===== src/rtl/start_ack_ctrl.sv =====
// start_ack_ctrl: Start/Ack launch responder with optional data-memory clear sweep, run-cycle counter and watchdog
module start_ack_ctrl #(
  parameter int AW       = 8,
  parameter bit CLR_EN   = 1'b0,
  parameter int CLR_BASE = 0,
  parameter int CLR_LEN  = 256,
  parameter int CW       = 16,
  parameter int WDOG     = 4096
) (
  input  logic          Clk,
  input  logic          Reset,
  input  logic          Start,
  input  logic          Halt,
  output logic          Ack,
  output logic          CoreRst,
  output logic          PcEn,
  output logic          DmWe,
  output logic [AW-1:0] DmAddr,
  output logic [7:0]    DmDin,
  output logic [CW-1:0] Cycles,
  output logic          Timeout
);
  typedef enum logic [2:0] {IDLE, HOLD, CLEAR, RUN, DONE} state_t;
  localparam logic [AW:0]   CLR_LAST = (AW+1)'(CLR_LEN - 1);
  localparam logic [AW-1:0] BASE     = AW'(CLR_BASE);
  state_t        state, state_nx;
  logic          start_q;
  logic [AW:0]   clr_left;
  logic [CW-1:0] cycles_nx;
  logic          fall, wd_hit;
  assign fall      = start_q & ~Start;
  assign cycles_nx = &Cycles ? Cycles : Cycles + 1'b1;
  assign wd_hit    = (WDOG != 0) && (64'(cycles_nx) >= 64'(WDOG));
  // Outputs decode only the state register, so no input reaches an output combinationally
  assign Ack     = state == DONE;
  assign CoreRst = state == IDLE || state == HOLD || state == CLEAR;
  assign PcEn    = state == RUN;
  assign DmWe    = state == CLEAR;
  assign DmDin   = '0;
  always_comb begin
    state_nx = state;
    case (state)
      IDLE:    state_nx = Start ? HOLD : IDLE;
      HOLD:    state_nx = fall ? (CLR_EN ? CLEAR : RUN) : HOLD;
      CLEAR:   state_nx = Start ? HOLD : ((clr_left == '0) ? RUN : CLEAR);
      RUN:     state_nx = Start ? HOLD : ((Halt || wd_hit) ? DONE : RUN);
      DONE:    state_nx = Start ? HOLD : DONE;
      default: state_nx = IDLE;
    endcase
  end
  always_ff @(posedge Clk) begin
    if (Reset) begin
      state    <= IDLE;
      start_q  <= 1'b0;
      clr_left <= '0;
      DmAddr   <= '0;
      Cycles   <= '0;
      Timeout  <= 1'b0;
    end else begin
      state   <= state_nx;
      start_q <= Start;
      if (state_nx == HOLD) begin
        Cycles  <= '0;
        Timeout <= 1'b0;
      end else if (state == RUN) begin
        Cycles  <= cycles_nx;
        Timeout <= ~Halt & wd_hit;
      end
      if (state == HOLD) begin
        DmAddr   <= BASE;
        clr_left <= CLR_LAST;
      end else if (state == CLEAR) begin
        DmAddr   <= DmAddr + 1'b1;
        clr_left <= clr_left - 1'b1;
      end
    end
  end
endmodule


===== config.mk =====
export PLATFORM = sky130hd
export DESIGN_NAME = start_ack_ctrl
export DESIGN_NICKNAME = d
export VERILOG_FILES = /design/src/rtl/start_ack_ctrl.sv
export SDC_FILE = /design/constraint.sdc
export NUM_CORES = 1
export LEC_CHECK = 0
export CAP_MARGIN = 10
export CORE_MARGIN = 8
export CORE_UTILIZATION = 50
export CTS_BUF_LIST = sky130_fd_sc_hd__clkbuf_16
export CTS_CLUSTER_DIAMETER = 200
export DETAILED_ROUTE_END_ITERATION = 6
export PLACE_DENSITY = 0.79
export SYNTH_ARGS = -nofsm -noshare
export SYNTH_HDL_FRONTEND = slang
export SYNTH_SLANG_ARGS = --single-unit

===== constraint.sdc =====
create_clock -name Clk -period 2.35 [get_ports Clk]
set_input_delay 0.235 -clock Clk [delete_from_list [all_inputs] [get_ports Clk]]
set_output_delay 0.235 -clock Clk [all_outputs]
set_load 0.02 [all_outputs]

==> flow_metrics.env, run 1 <==
export IMPL_synth_top_family_by_area="simple AND/OR/NAND/NOR gates"
export IMPL_drc=0
export IMPL_hpwl_mm=3.02
export IMPL_rows=22
export IMPL_die_area_um2=6130
export IMPL_synth_mux_area_share_pct=2.58
export IMPL_syn_to_final_growth_pct=24.5
export IMPL_worstMarginPinSlew_ps=647
export IMPL_cts_tree="built"
export IMPL_hold_class="reg2reg"
export IMPL_endpoint_kind="output pin"
export IMPL_utilization_pct=65.5
export IMPL_synth_edf_count=0
export IMPL_rsz0062_at_grt="false"
export IMPL_fin_nets=269
export IMPL_dieWidth_um=78.3
export IMPL_hold_depth=2
export IMPL_gp_congestion=0.867
export IMPL_syn_avg_cell_area_um2=8.58
export IMPL_antenna_found_initial=0
export IMPL_finalCriticalPeriod_ps=2230
export IMPL_diodes=0
export IMPL_finalSetupTns_ps=0
export IMPL_status="completed"
export IMPL_finalHoldViolCount=0
export IMPL_cp_top_family="buffers and inverters"
export IMPL_start_util_pct=52.6
export IMPL_cts_setup_buffers=0
export IMPL_reg2regPathDepth=5
export IMPL_fillers=314
export IMPL_slowest_stage="clkdlybuf4s50_1"
export IMPL_synth_xor_area_share_pct=10.8
export IMPL_drt_iter0_drc=85
export IMPL_crit_arrival_ps=2000
export IMPL_core_area_um2=3690
export IMPL_hold_buffers=0
export IMPL_track_usage_pct=13.5
export IMPL_clockRootBuffer="clkbuf_16"
export IMPL_wl_per_cell_um=13.5
export IMPL_drv_cap=0
export IMPL_layout_drive_gt1_share_pct=6.90
export IMPL_fin_skew_ps=3.54
export IMPL_overflow=0
export IMPL_crit_buf_inv=1
export IMPL_slew_violations=0
export IMPL_synthAdderAreaFrac_pct=1.94
export IMPL_synth_ff_type="dfxtp_1"
export IMPL_peakVddDrop_mv=0.492
export IMPL_synth_compound_area_share_pct=9.74
export IMPL_ios=41
export IMPL_max_freq_mhz=448
export IMPL_setup_viol=0
export IMPL_synthSimpleGateAreaFrac_pct=28.3
export IMPL_path_depth=2
export IMPL_antenna_left=0
export IMPL_slew_headroom_pct=56.3
export IMPL_min_period_over_period_pct=95.0
export IMPL_drt_wl_total_mm=4.17
export IMPL_die_h_um=78.3
export IMPL_worstPathCellList="nor3b_2 > clkdlybuf4s50_1"
export IMPL_firstDrtPassIters=4
export IMPL_yosysWarnings=0
export IMPL_ys_ff_latch=38
export IMPL_grt_pass1_vias=1525
export IMPL_power_leakage_nw=0.820
export IMPL_via_per_inst=5.43
export IMPL_h_tree_depth=2
export IMPL_ys_async_sr_fraction_pct=0
export IMPL_clk_latency_ps=280
export IMPL_io_buffers=32
export IMPL_seq_area_frac_synth_pct=39.2
export IMPL_critical_path_class="reg2out"
export IMPL_cts_sinks=38
export IMPL_via_count=1677
export IMPL_syn_cell_area_um2=1940
export IMPL_required_ps=2120
export IMPL_post_cts_resized=0
export IMPL_grt_max_degree=18
export IMPL_grt_pass1_wl_mm=6.84
export IMPL_syn_inst=226
export IMPL_worstPathMaxFanout=9
export IMPL_clock_path_buffers=2
export IMPL_yosysUniqueCellTypes=41
export IMPL_power_density_nw_per_um2=566
export IMPL_startpoint_type="register"
export IMPL_path_clk_slew_ps=50
export IMPL_max_stage_delay_ps=710
export IMPL_cts_made_buffers=5
metrics by stage:
step	instance area [um2]	cells	power, W	worst slack (ps)	hold slack [ps]
4_1_cts	2410	309	0.00137	108	459
3_5_place_dp	2290	303	0.000773	207	455
3_3_place_gp	2290	303	0.000771	224	445
5_1_grt	2410	309	0.00142	45.0	492
6_report	2410	309	0.00137	116	455
2_1_floorplan	1970	233	0.000763	274	314
worst reg2reg max path: cells and delay by family (launching register included):
kind,cells,cell delay [ps]
AND/OR/NAND/NOR,3,1290
flip-flops,1,460
XOR/XNOR,1,160
AO/OA/AOI/OAI,1,150
final cells by class:
cell class	count	area [um2]	area share [%]
well taps	48	60.1	2.49
flip-flops and latches	38	761	31.5
clock buffers	5	125	5.18
clock inverters	1	3.75	0.155
repair buffers	40	380	15.8
inverters	5	18.8	0.777
multi-input cells	172	1070	44.1
layout by cell type, fill, tap and decap left out, drive strengths merged, types with 2 or more instances in the layout:
| cell type | instances |
|---|---|
| xnor2 | 17 |
| ha | 3 |
| xor2 | 7 |
| nor4 | 8 |
| a211oi | 4 |
| nand2 | 15 |
| or3 | 2 |
| or4 | 2 |
| nand2b | 3 |
| nand4 | 10 |
| o21ai | 2 |
| nor2 | 30 |
| buf | 8 |
| nor2b | 2 |
| a21oi | 17 |
| inv | 5 |
| nor3b | 5 |
| conb | 8 |
| mux2i | 5 |
| a2111oi | 2 |
| clkbuf | 5 |
| nor3 | 8 |
| nand3 | 5 |
| a31oi | 2 |
| clkdlybuf4s50 | 32 |
| and4 | 3 |
| dfxtp | 38 |
| and3 | 3 |
power by group:
part | total (W) | switching [W] | internal (W)
Clock | 0.000604 | 0.000228 | 0.000376
Combinational | 0.0000856 | 0.0000517 | 0.0000339
Sequential | 0.000676 | 0.0000160 | 0.000660
Total | 0.00137 | 0.000296 | 0.00107
worst paths after layout:
path | start | to | slack [ps]
setup / recovery | state[1] | DmWe | 120
hold / removal | Timeout | Timeout | 460
setup reg to reg | state[1] | clr_left[7] | 200
hold reg to reg | Timeout | Timeout | 460
cell usage after synthesis (2+ instances only):
cell / instances / area (um2)
nand4_1: 10 / 62.6
clkbuf_1: 7 / 26.3
or3_1: 2 / 12.5
nor2_1: 30 / 113
o21ai_0: 2 / 10.0
nand2b_1: 3 / 18.8
mux2i_1: 5 / 50.1
dfxtp_1: 38 / 761
a21oi_1: 17 / 85.1
ha_1: 3 / 37.5
nand3_1: 5 / 25.0
and4_1: 3 / 26.3
a211oi_1: 4 / 30.0
nor2b_1: 2 / 12.5
nor3_1: 8 / 40.0
xor2_1: 7 / 61.3
inv_1: 4 / 15.0
nand2_1: 15 / 56.3
a2111oi_0: 2 / 17.5
nor3b_1: 4 / 30.0
a31oi_1: 2 / 12.5
buf_6: 3 / 33.8
nor4_1: 7 / 43.8
and3_1: 3 / 18.8
xnor2_1: 17 / 149
buf_4: 8 / 60.1
flip-flops by register name, summed over array words and instances (netlist names):
signal	cells
Timeout	1
DmAddr	8
Cycles	16
state	3
clr_left	9
start_q	1
metal layers:
metal	track usage, %	vias to the layer above	part of all wire [%]
met5	0	-	0
met1	16.5	767	49
met4	5.56	0	1.5
met3	5.13	7	7.5
met2	21.0	49	42
li1	-	854	-
logic make-up after synthesis:
kind of cell / Yosys count
AND/OR/NAND/NOR: 101
adder cells (fa/ha/maj): 3
flip-flops: 38
XOR/XNOR: 24
multiplexers: 5
AO/OA/AOI/OAI: 31
buffers and inverters: 23
other: 1
No activity file was read; power rests on OpenSTA's default activity.
==> run 2, diff against run 1 <==
==> constraint.sdc (replaced) <==
create_clock -name Clk -period 2.5 [get_ports Clk]
set_input_delay 0.25 -clock Clk [delete_from_list [all_inputs] [get_ports Clk]]
set_output_delay 0.25 -clock Clk [all_outputs]
set_load 0.02 [all_outputs]
==> run 2 against run 1 <==
Effect of this change: die area unchanged; setup slack better by 140 ps; worst hold slack worse by 1.7 ps; critical path type unchanged.
==> flow_metrics.env, run 2 (synthesized netlist as in run 1, its figures left out) <==
export IMPL_antenna_left=0
export IMPL_drt_wl_total_mm=4.28
export IMPL_mostFrequentLayoutCell="dfxtp_1"
export IMPL_syn_to_final_growth_pct=23.8
export IMPL_worstPathMaxFanout=9
export IMPL_dieWidth_um=78.3
export IMPL_max_stage_delay_ps=710
export IMPL_diodes=0
export IMPL_status="completed"
export IMPL_grt_pass1_wl_mm=7.03
export IMPL_crit_arrival_ps=1990
export IMPL_drv_cap=0
export IMPL_rsz0062_at_grt="false"
export IMPL_layout_setup_ws_ps=257
export IMPL_crit_start="state[1]"
export IMPL_power_density_nw_per_um2=545
export IMPL_fin_nets=266
export IMPL_hpwl_mm=3.03
export IMPL_critical_path_class="reg2out"
export IMPL_antenna_found_initial=0
export IMPL_fin_skew_ps=2.98
export IMPL_clockRootBuffer="clkbuf_16"
export IMPL_cts_sinks=38
export IMPL_regMostFlops="Cycles"
export IMPL_h_tree_depth=2
export IMPL_reg_top3="Cycles (16), clr_left (9), DmAddr (8)"
export IMPL_cts_setup_buffers=0
export IMPL_hold_buffers=0
export IMPL_wl_per_cell_um=13.9
export IMPL_hold_class="reg2reg"
export IMPL_finalHoldViolCount=0
export IMPL_via_count=1702
export IMPL_peakVddDrop_mv=0.375
export IMPL_layout_drive_gt1_share_pct=6.15
export IMPL_largest_reg_flops=16
export IMPL_stdcell_area_um2=2400
export IMPL_slew_headroom_pct=51.5
export IMPL_reg2reg_from="state[1]"
export IMPL_rrSetupSlack_ps=330
export IMPL_fillers=326
export IMPL_hold_ws_ps=454
export IMPL_min_period_over_period_pct=89.7
export IMPL_path_clk_slew_ps=60
export IMPL_placed_area_um2=2260
export IMPL_setup_viol=0
export IMPL_hold_depth=2
export IMPL_utilization_pct=65.1
export IMPL_r2r_end="clr_left[7]"
export IMPL_firstDrtPassIters=4
export IMPL_grt_pass1_vias=1558
export IMPL_rows=22
export IMPL_drt_iter0_drc=148
export IMPL_gp_congestion=0.818
export IMPL_whs_endpoint="Timeout"
export IMPL_clock_path_buffers=2
export IMPL_endpoint_kind="output pin"
export IMPL_core_area_um2=3690
export IMPL_die_h_um=78.3
export IMPL_via_per_inst=5.53
export IMPL_die_area_um2=6130
export IMPL_worstMarginPinSlew_ps=718
export IMPL_post_place_ws_ps=269
export IMPL_overflow=0
export IMPL_grt_max_degree=18
export IMPL_clk_latency_ps=280
export IMPL_start_util_pct=52.6
export IMPL_slowest_stage="clkdlybuf4s50_1"
export IMPL_startpoint_type="register"
export IMPL_track_usage_pct=13.9
export IMPL_finalSetupTns_ps=0
export IMPL_required_ps=2250
export IMPL_max_freq_mhz=446
export IMPL_reg2regPathDepth=5
export IMPL_ios=41
export IMPL_final_cell_mix="38 x dfxtp_1, 32 x clkdlybuf4s50_1, 30 x nor2_1, 17 x a21oi_1, 17 x xnor2_1"
export IMPL_post_cts_resized=0
export IMPL_drc=0
export IMPL_cts_made_buffers=5
export IMPL_io_buffers=32
export IMPL_cts_tree="built"
export IMPL_slew_violations=0
export IMPL_finalCriticalPeriod_ps=2240
export IMPL_worstPathCellList="nor3b_2 > clkdlybuf4s50_1"
export IMPL_power_leakage_nw=0.813
export IMPL_hp_start="Timeout"
## run 2: cell count changes in the layout (fill, tap and decap cells not counted), sizes merged
cell / previous run / this run
clkinv: 1 / 2
inv: 5 / 6
buf: 8 / 5
## run 2: worst max-delay path, delay by kind of cell (launching register included)
| kind | cells | cell delay [ps] |
|---|---|---|
| simple gates | 1 | 530 |
| buf+inv | 1 | 710 |
| flops | 1 | 480 |
## run 2: stage by stage
stage,power (W),cells
final,0.00131,308
after global routing,0.00136,308
after floorplan,0.000717,233
after global placement,0.000724,300
after detailed placement,0.000725,300
after CTS,0.00131,308
## run 2: worst max-delay path by stage
stage / end / cells after the start
4_1_cts: DmWe / 2
5_1_grt: DmWe / 2
3_3_place_gp: Cycles[13] / 7
6_report: DmWe / 2
3_5_place_dp: Cycles[13] / 7
2_1_floorplan: Cycles[14] / 8
## run 2: metal layers
layer | vias to the layer above | share of wire [%] | global-route usage [%]
met5 | - | 0 | 0
met4 | 0 | 1.1 | 5.56
met3 | 7 | 7.5 | 5.58
met2 | 55 | 44 | 21.0
met1 | 789 | 47 | 17.3
li1 | 851 | - | -
## run 2: power by group
part / internal, W / switching, W
registers: 0.000620 / 0.0000148
logic: 0.0000307 / 0.0000479
clock network: 0.000360 / 0.000235
total: 0.00101 / 0.000297
## run 2: area by class of cell
cell class / instances / area, um2 / area share, %
clock buffer: 5 / 125 / 5.21
clock inverter: 3 / 12.5 / 0.521
timing repair buffer: 37 / 358 / 14.9
sequential: 38 / 761 / 31.7
multi-input combinational: 172 / 1070 / 44.4
tap: 48 / 60.1 / 2.50
inverter: 5 / 18.8 / 0.782
